## config.mk

```make
export PLATFORM = sky130hd
export DESIGN_NAME = rs_issue_select_flat
export DESIGN_NICKNAME = d
export VERILOG_FILES = /design/src/rtl/rs_issue_select_pkg.sv /design/src/rtl/rs_issue_select_if.sv /design/src/rtl/rs_issue_select_rr_pick.sv /design/src/rtl/rs_issue_select.sv /design/src/flat_wrapper.sv
export SDC_FILE = /design/constraint.sdc
export NUM_CORES = 1
export LEC_CHECK = 0
export BUFFER_PORTS_ARGS = -buffer_cell sky130_fd_sc_hd__buf_4
export CORE_MARGIN = 2
export CORE_UTILIZATION = 55
export CTS_CLUSTER_DIAMETER = 40
export DETAILED_ROUTE_END_ITERATION = 10
export PLACE_DENSITY_LB_ADDON = 0.08
export SYNTH_ARGS = -nofsm -noshare
export SYNTH_HDL_FRONTEND = slang
export SYNTH_SLANG_ARGS = --single-unit
```

## constraint.sdc

```tcl
create_clock -name clk -period 8.8 [get_ports clk]
set_input_delay 0.88 -clock clk [delete_from_list [all_inputs] [get_ports clk]]
set_output_delay 0.88 -clock clk [all_outputs]
set_load 0.05 [all_outputs]
```

## src/rtl/rs_issue_select_pkg.sv

```systemverilog
// Shared widths and constants for the reservation-station issue logic.
// PRF/ROB widths sit alongside the RS sizing so every stage agrees on them.
package rs_issue_select_pkg;

   localparam int PRF_WIDTH = 6;
   localparam int ROB_WIDTH = 5;

   localparam int RS_SIZE  = 16;
   localparam int RS_WIDTH = 4;
   localparam int MUL_LAT  = 4;

   localparam int NUM_SLOTS  = 5;
   localparam int SLOT_ALU0  = 0;
   localparam int SLOT_ALU1  = 1;
   localparam int SLOT_MUL   = 2;
   localparam int SLOT_MEM   = 3;
   localparam int SLOT_BCOND = 4;

endpackage

```

## src/rtl/rs_issue_select_if.sv

```systemverilog
// Wake-up / issue bundle between the reservation station and the issue selector.
// The master side owns the wake-up vectors; the slave side returns the grants.
interface rs_issue_select_if #(
   parameter int RS_SIZE  = rs_issue_select_pkg::RS_SIZE,
   parameter int RS_WIDTH = rs_issue_select_pkg::RS_WIDTH
);
   import rs_issue_select_pkg::*;

   logic                          flush;
   logic [RS_SIZE-1:0]            wake_up_alu;
   logic [RS_SIZE-1:0]            wake_up_mul;
   logic [RS_SIZE-1:0]            wake_up_mem;
   logic [RS_SIZE-1:0]            wake_up_bcond;
   logic                          mem_stall;
   logic [RS_SIZE-1:0]            rs_use_en;
   logic [NUM_SLOTS-1:0]          issue_valid;
   logic [NUM_SLOTS*RS_WIDTH-1:0] issue_idx;
   logic                          mul_busy;

   modport master (
      output flush, wake_up_alu, wake_up_mul, wake_up_mem, wake_up_bcond, mem_stall,
      input  rs_use_en, issue_valid, issue_idx, mul_busy
   );

   modport slave (
      input  flush, wake_up_alu, wake_up_mul, wake_up_mem, wake_up_bcond, mem_stall,
      output rs_use_en, issue_valid, issue_idx, mul_busy
   );

endinterface

```

## src/rtl/rs_issue_select_rr_pick.sv

```systemverilog
// Round-robin picker: first set request at or after 'start', wrapping at N.
module rr_pick #(
   parameter int N = 16,
   parameter int W = 4
) (
   input  logic [N-1:0] req,
   input  logic [W-1:0] start,
   output logic         valid,
   output logic [W-1:0] idx
);

   logic [W-1:0] pos;

   // Scan offsets from farthest to nearest so the nearest hit wins last.
   always_comb begin
      valid = 1'b0;
      idx   = '0;
      pos   = '0;
      for (int i = N - 1; i >= 0; i--) begin
         pos = W'((int'(start) + i) % N);
         if (req[pos]) begin
            valid = 1'b1;
            idx   = pos;
         end
      end
   end

endmodule

```

## src/rtl/rs_issue_select.sv

```systemverilog
// Issue selector: picks up to two ALU ops and one each of MUL/MEM/BCOND per
// cycle from the reservation station, with per-class round-robin fairness.
module rs_issue_select #(
   parameter int RS_SIZE  = rs_issue_select_pkg::RS_SIZE,
   parameter int RS_WIDTH = rs_issue_select_pkg::RS_WIDTH,
   parameter int MUL_LAT  = rs_issue_select_pkg::MUL_LAT
) (
   input logic              clk,
   input logic              rst,
   rs_issue_select_if.slave bus
);
   import rs_issue_select_pkg::*;

   localparam int CNT_W = (MUL_LAT > 1) ? $clog2(MUL_LAT) : 1;
   localparam logic [CNT_W-1:0] MUL_LOAD = CNT_W'(MUL_LAT - 1);

   logic [RS_WIDTH-1:0]           rr_alu, rr_mul, rr_mem, rr_bcond;
   logic [CNT_W-1:0]              mul_cnt;
   logic                          mul_busy;
   logic [RS_SIZE-1:0]            use_en_q;
   logic [NUM_SLOTS-1:0]          valid_q;
   logic [NUM_SLOTS*RS_WIDTH-1:0] idx_q;

   logic [RS_SIZE-1:0]  cand_alu, cand_mul, cand_mem, cand_bcond, alu1_req;
   logic [RS_WIDTH-1:0] alu1_start;
   logic                alu0_v, alu1_v, mul_v, mem_v, bcond_v;
   logic [RS_WIDTH-1:0] alu0_idx, alu1_idx, mul_idx, mem_idx, bcond_idx;

   logic [NUM_SLOTS-1:0]          grant;
   logic [NUM_SLOTS*RS_WIDTH-1:0] nxt_idx;
   logic [RS_SIZE-1:0]            nxt_use;

   function automatic logic [RS_WIDTH-1:0] next_ptr(input logic [RS_WIDTH-1:0] i);
      if (int'(i) == RS_SIZE - 1) return '0;
      return i + RS_WIDTH'(1);
   endfunction

   function automatic logic [RS_SIZE-1:0] decode(input logic [RS_WIDTH-1:0] i);
      return RS_SIZE'(1) << i;
   endfunction

   // Entries granted last cycle are masked until their wake-up drops.
   assign cand_alu   = bus.wake_up_alu   & ~use_en_q;
   assign cand_mul   = bus.wake_up_mul   & ~use_en_q;
   assign cand_mem   = bus.wake_up_mem   & ~use_en_q;
   assign cand_bcond = bus.wake_up_bcond & ~use_en_q;

   // Second ALU search starts just past ALU0 and never sees ALU0's entry.
   assign alu1_req   = cand_alu & ~decode(alu0_idx);
   assign alu1_start = next_ptr(alu0_idx);

   rr_pick #(.N(RS_SIZE), .W(RS_WIDTH)) u_pick_alu0 (
      .req(cand_alu), .start(rr_alu), .valid(alu0_v), .idx(alu0_idx));
   rr_pick #(.N(RS_SIZE), .W(RS_WIDTH)) u_pick_alu1 (
      .req(alu1_req), .start(alu1_start), .valid(alu1_v), .idx(alu1_idx));
   rr_pick #(.N(RS_SIZE), .W(RS_WIDTH)) u_pick_mul (
      .req(cand_mul), .start(rr_mul), .valid(mul_v), .idx(mul_idx));
   rr_pick #(.N(RS_SIZE), .W(RS_WIDTH)) u_pick_mem (
      .req(cand_mem), .start(rr_mem), .valid(mem_v), .idx(mem_idx));
   rr_pick #(.N(RS_SIZE), .W(RS_WIDTH)) u_pick_bcond (
      .req(cand_bcond), .start(rr_bcond), .valid(bcond_v), .idx(bcond_idx));

   assign mul_busy = (mul_cnt != '0);

   // Qualify picks with flush/busy/stall and build the next output image.
   always_comb begin
      grant             = '0;
      grant[SLOT_ALU0]  = alu0_v  & ~bus.flush;
      grant[SLOT_ALU1]  = alu1_v  & ~bus.flush;
      grant[SLOT_MUL]   = mul_v   & ~bus.flush & ~mul_busy;
      grant[SLOT_MEM]   = mem_v   & ~bus.flush & ~bus.mem_stall;
      grant[SLOT_BCOND] = bcond_v & ~bus.flush;

      nxt_idx = '0;
      nxt_use = '0;
      if (grant[SLOT_ALU0]) begin
         nxt_idx[SLOT_ALU0*RS_WIDTH +: RS_WIDTH] = alu0_idx;
         nxt_use = nxt_use | decode(alu0_idx);
      end
      if (grant[SLOT_ALU1]) begin
         nxt_idx[SLOT_ALU1*RS_WIDTH +: RS_WIDTH] = alu1_idx;
         nxt_use = nxt_use | decode(alu1_idx);
      end
      if (grant[SLOT_MUL]) begin
         nxt_idx[SLOT_MUL*RS_WIDTH +: RS_WIDTH] = mul_idx;
         nxt_use = nxt_use | decode(mul_idx);
      end
      if (grant[SLOT_MEM]) begin
         nxt_idx[SLOT_MEM*RS_WIDTH +: RS_WIDTH] = mem_idx;
         nxt_use = nxt_use | decode(mem_idx);
      end
      if (grant[SLOT_BCOND]) begin
         nxt_idx[SLOT_BCOND*RS_WIDTH +: RS_WIDTH] = bcond_idx;
         nxt_use = nxt_use | decode(bcond_idx);
      end
   end

   // Register the grants; a flush arrives here as an all-zero image.
   always_ff @(posedge clk) begin
      if (rst) begin
         valid_q  <= '0;
         idx_q    <= '0;
         use_en_q <= '0;
      end else begin
         valid_q  <= grant;
         idx_q    <= nxt_idx;
         use_en_q <= nxt_use;
      end
   end

   // Multiplier occupancy: load on grant, count down to idle.
   always_ff @(posedge clk) begin
      if (rst || bus.flush) begin
         mul_cnt <= '0;
      end else if (grant[SLOT_MUL]) begin
         mul_cnt <= MUL_LOAD;
      end else if (mul_cnt != '0) begin
         mul_cnt <= mul_cnt - CNT_W'(1);
      end
   end

   // Round-robin pointers advance past the last entry each class granted.
   always_ff @(posedge clk) begin
      if (rst) begin
         rr_alu   <= '0;
         rr_mul   <= '0;
         rr_mem   <= '0;
         rr_bcond <= '0;
      end else begin
         if (grant[SLOT_ALU1]) begin
            rr_alu <= next_ptr(alu1_idx);
         end else if (grant[SLOT_ALU0]) begin
            rr_alu <= next_ptr(alu0_idx);
         end
         if (grant[SLOT_MUL]) begin
            rr_mul <= next_ptr(mul_idx);
         end
         if (grant[SLOT_MEM]) begin
            rr_mem <= next_ptr(mem_idx);
         end
         if (grant[SLOT_BCOND]) begin
            rr_bcond <= next_ptr(bcond_idx);
         end
      end
   end

   assign bus.rs_use_en   = use_en_q;
   assign bus.issue_valid = valid_q;
   assign bus.issue_idx   = idx_q;
   assign bus.mul_busy    = mul_busy;

endmodule

```

## src/flat_wrapper.sv

```systemverilog
// flat-port wrapper written by rule: the top's interface ports become plain ports
module rs_issue_select_flat import rs_issue_select_pkg::*;
#(
   parameter int RS_SIZE  = rs_issue_select_pkg::RS_SIZE,
   parameter int RS_WIDTH = rs_issue_select_pkg::RS_WIDTH,
   parameter int MUL_LAT  = rs_issue_select_pkg::MUL_LAT
)
  (clk, rst, bus_flush, bus_wake_up_alu, bus_wake_up_mul, bus_wake_up_mem, bus_wake_up_bcond, bus_mem_stall, bus_rs_use_en, bus_issue_valid, bus_issue_idx, bus_mul_busy);
  rs_issue_select_if #(.RS_SIZE(RS_SIZE), .RS_WIDTH(RS_WIDTH)) bus_i ();
  input logic clk;
  input logic rst;
  input wire logic [$bits(bus_i.flush)-1:0] bus_flush;
  input wire logic [$bits(bus_i.wake_up_alu)-1:0] bus_wake_up_alu;
  input wire logic [$bits(bus_i.wake_up_mul)-1:0] bus_wake_up_mul;
  input wire logic [$bits(bus_i.wake_up_mem)-1:0] bus_wake_up_mem;
  input wire logic [$bits(bus_i.wake_up_bcond)-1:0] bus_wake_up_bcond;
  input wire logic [$bits(bus_i.mem_stall)-1:0] bus_mem_stall;
  output wire logic [$bits(bus_i.rs_use_en)-1:0] bus_rs_use_en;
  output wire logic [$bits(bus_i.issue_valid)-1:0] bus_issue_valid;
  output wire logic [$bits(bus_i.issue_idx)-1:0] bus_issue_idx;
  output wire logic [$bits(bus_i.mul_busy)-1:0] bus_mul_busy;
  assign bus_i.flush = bus_flush;
  assign bus_i.wake_up_alu = bus_wake_up_alu;
  assign bus_i.wake_up_mul = bus_wake_up_mul;
  assign bus_i.wake_up_mem = bus_wake_up_mem;
  assign bus_i.wake_up_bcond = bus_wake_up_bcond;
  assign bus_i.mem_stall = bus_mem_stall;
  assign bus_rs_use_en = bus_i.rs_use_en;
  assign bus_issue_valid = bus_i.issue_valid;
  assign bus_issue_idx = bus_i.issue_idx;
  assign bus_mul_busy = bus_i.mul_busy;
  rs_issue_select #(.RS_SIZE(RS_SIZE), .RS_WIDTH(RS_WIDTH), .MUL_LAT(MUL_LAT)) u_core (.clk(clk), .rst(rst), .bus(bus_i));
endmodule
```

==> results.md <==
* Worst hold path type: flip-flop to flip-flop
* Clock Tree Root: clkbuf_16
* Clk Latency, worst-skew pair at 330 ps
* Headroom to the max-slew limit at 0.158
* Vias at 15463
* Synthesized cell area at 14100 µm²
* Cts hold-fix bufs at 0
* Place WS at approximately 200 ps
* Final TNS setup at 0 ps
* Crit end category: flip-flop
* DIE WIDTH at about 160 µm
* Area Growth Syn to Fin at 9.32%
* TritonRoute pass-1 iters at 6
* Final net count at around 2000
* Yosys warning total at 0
* Drt drc at 0
* Largest net degree at the start of global routing at 50
* Final setup vio count at 0
* Post-Syn Instances at 1810
* CORE AREA at roughly 25000 µm²
* Storage cell area at 1180 µm²
* Remaining antenna violation count after routing at 0
* Setup ws final at 348 ps
* Post-synth EDFFs at 0
* Hold slack at 494 ps
* Io pins at 110
* Global-route wire length before repair at 80.0 mm
* # clock sinks at 59
* Rows at 58
* WP data required at a little over 9000 ps
* CTS buffer count at 9
* Max Buffers Root-to-Sink at 2
* Final hold vios at 0
* Peak Freq at 0.118 GHz
* Startpoint Class: flip-flop
* IO Port Bufs at 109
* Slew Limit Fails at 0
* Initial DRC count at 1959
* Initial Util at 0.560
* GP Congestion at 1.04
* Sequential area share after synthesis at 0.0837
* Clock-pin slew on the worst setup and hold paths at 50 ps
* Syn Nets at 1942
* Vias/cell at 7.01
* Vias in the first global route at 14125
* RSZ-0062 raised after global routing: no
* Worst Tran Pin Value at 1250 ps
* Synthesized flop and latch total at 59
* Detailed-route wire length at 52.0 mm
* H-tree depth at 3
* Hpwl dp at approximately 40 mm
* Asr flop ratio synth at 0
* Filler cells at about 2300
* Max Clock Skew at 5.07 ps
* Total gr overflow at 0
* Initial antenna violation count at 0
* Fin crit period at roughly 8500 ps
* Max cap viols at 0
* CP Data Arrival Time at between 8000 and 9000 ps
* CP Class: flip-flop to flip-flop
* Die area at 26900 µm²
* Library cells used by synthesis at around 130
* CTS tree: done
* Multi-input logic area at 12100 µm²
* Main synth FF type: dfxtp_1
* Period utilisation layout at 0.960
* Share of cells above drive strength 1 at 0.200
* Status: completed
* CP Max Fanout at 9
* Tot GR Track Use at 0.378
* Die Y at 164 µm
* Wire length per cell at between 20 and 25 µm
* Avg Synthesized Cell Area at 7.79 µm²
==> layout make-up <==
type                       count  share of cell area
multi-input combinational   1571               0.784
sequential                    59              0.0767
timing repair buffer         151              0.0738
tap                          330              0.0268
inverter                      77              0.0192
clock buffer                  12              0.0166
clock inverter                 4             0.00316
antenna                        1            0.000162
==> cells in the mapped netlist, types with 14 or more instances <==
master      n  share of area
a211oi_1   17         0.0090
ha_1       64          0.057
and2_1     23          0.010
nor4_1     16         0.0071
o21ai_0   102          0.036
nand3_1    28         0.0099
nor2_1    170          0.045
a31oi_1    37          0.016
o22ai_1    21         0.0093
nor3_1     42          0.015
a22oi_1    19          0.010
a21oi_1    99          0.035
inv_1      64          0.017
buf_2      14         0.0050
xnor2_1    31          0.019
clkbuf_1   60          0.016
mux2_2     51          0.041
o211ai_1   14         0.0075
xor2_1     21          0.013
dfxtp_1    59          0.084
mux2i_1    77          0.055
mux4_2     75           0.12
nor2b_1    71          0.031
nand2b_1   46          0.020
nand2_1   179          0.048
a221oi_1   17          0.011
==> sequential cells by signal, summed over array words and instances, names as in the netlist <==
signal,flops
u_core.mul_cnt,2
u_core.rr_alu,4
u_core.rr_bcond,4
u_core.rr_mul,4
u_core.rr_mem,4
u_core.bus.issue_valid,5
u_core.bus.issue_idx,20
u_core.bus.rs_use_en,16
==> worst paths after layout <==
check,start,to,slack [ps],cells past startpoint
worst max-delay path,u_core.rr_alu[0],u_core.rr_alu[2],350,27
worst min-delay path,u_core.mul_cnt[0],u_core.mul_cnt[0],490,1
worst max register to register,u_core.rr_alu[0],u_core.rr_alu[2],350,27
worst min register to register,u_core.mul_cnt[0],u_core.mul_cnt[0],490,1
==> per-layer routing <==
layer  track usage  vias to the layer above  part of all wire
met1         0.538                     7379              0.42
met3        0.0712                      131              0.11
met5             0                        -                 0
met2         0.573                      934              0.44
li1              -                     7019                 -
met4         0.125                        0             0.034
==> kinds of logic after synthesis <==
group,Yosys count,synth area share
flops,59,0.0837
mux,210,0.223
fa+ha+maj,64,0.0568
compound gates,524,0.267
buf+inv,180,0.0627
simple gates,718,0.269
xor+xnor,55,0.0370
==> metrics by stage <==
step	std cells	area, µm²	util
2_1_floorplan	1810	14100	-
3_3_place_gp	2185	15100	0.598
3_5_place_dp	2185	15100	0.598
4_1_cts	2201	15400	0.610
5_1_grt	2204	15400	0.612
6_report	2205	15400	0.612
==> worst max-delay path, cell delays in order, from the launching register on <==
cell,delay [ps]
dfxtp_2,420
ha_1,490
xnor2_2,230
and4_1,250
or4_1,670
mux2i_4,270
nor2_1,130
a311o_1,400
a2111oi_4,440
or2_1,190
ha_1,210
inv_1,190
a21oi_4,270
a21o_1,280
inv_1,200
ha_1,360
or3_1,390
a31oi_1,250
a211o_1,210
mux4_2,610
mux2_2,310
o311a_1,120
o21ai_0,300
a21oi_4,130
ha_1,260
ha_1,270
or3_1,370
a21oi_1,130
==> layout by cell type, fill, tap and decap left out, types with 8 or more instances in the layout <==
cell type,instances
nand2_1,179
nor2_1,170
buf_4,150
o21ai_0,102
a21oi_1,99
mux2i_1,77
mux4_2,75
nor2b_1,71
inv_1,64
ha_1,64
dfxtp_1,58
mux2_2,51
nand2b_1,46
nor3_1,42
a31oi_1,37
xnor2_1,29
nand3_1,28
and2_1,23
xor2_1,21
o22ai_1,21
a22oi_1,19
a211oi_1,17
a221oi_1,17
nor4_1,15
o211ai_1,14
or4_1,12
a22o_1,12
and3_1,12
nand3b_1,11
o221ai_1,11
or2_2,10
or3_1,10
nand4_1,9
nor3b_1,9
a211o_1,9
a311oi_1,9
o31ai_1,9
clkbuf_16,9
o21ai_1,8
o21a_1,8
==> timing repair <==
action,in CTS,in global routing
setup buffers,0,3
resized for setup,0,7
endpoints found under the setup margin,0,14
Power is left out: the tool's default activity adds up to more than one toggle a clock period on the data nets, which glitch-free logic cannot reach.
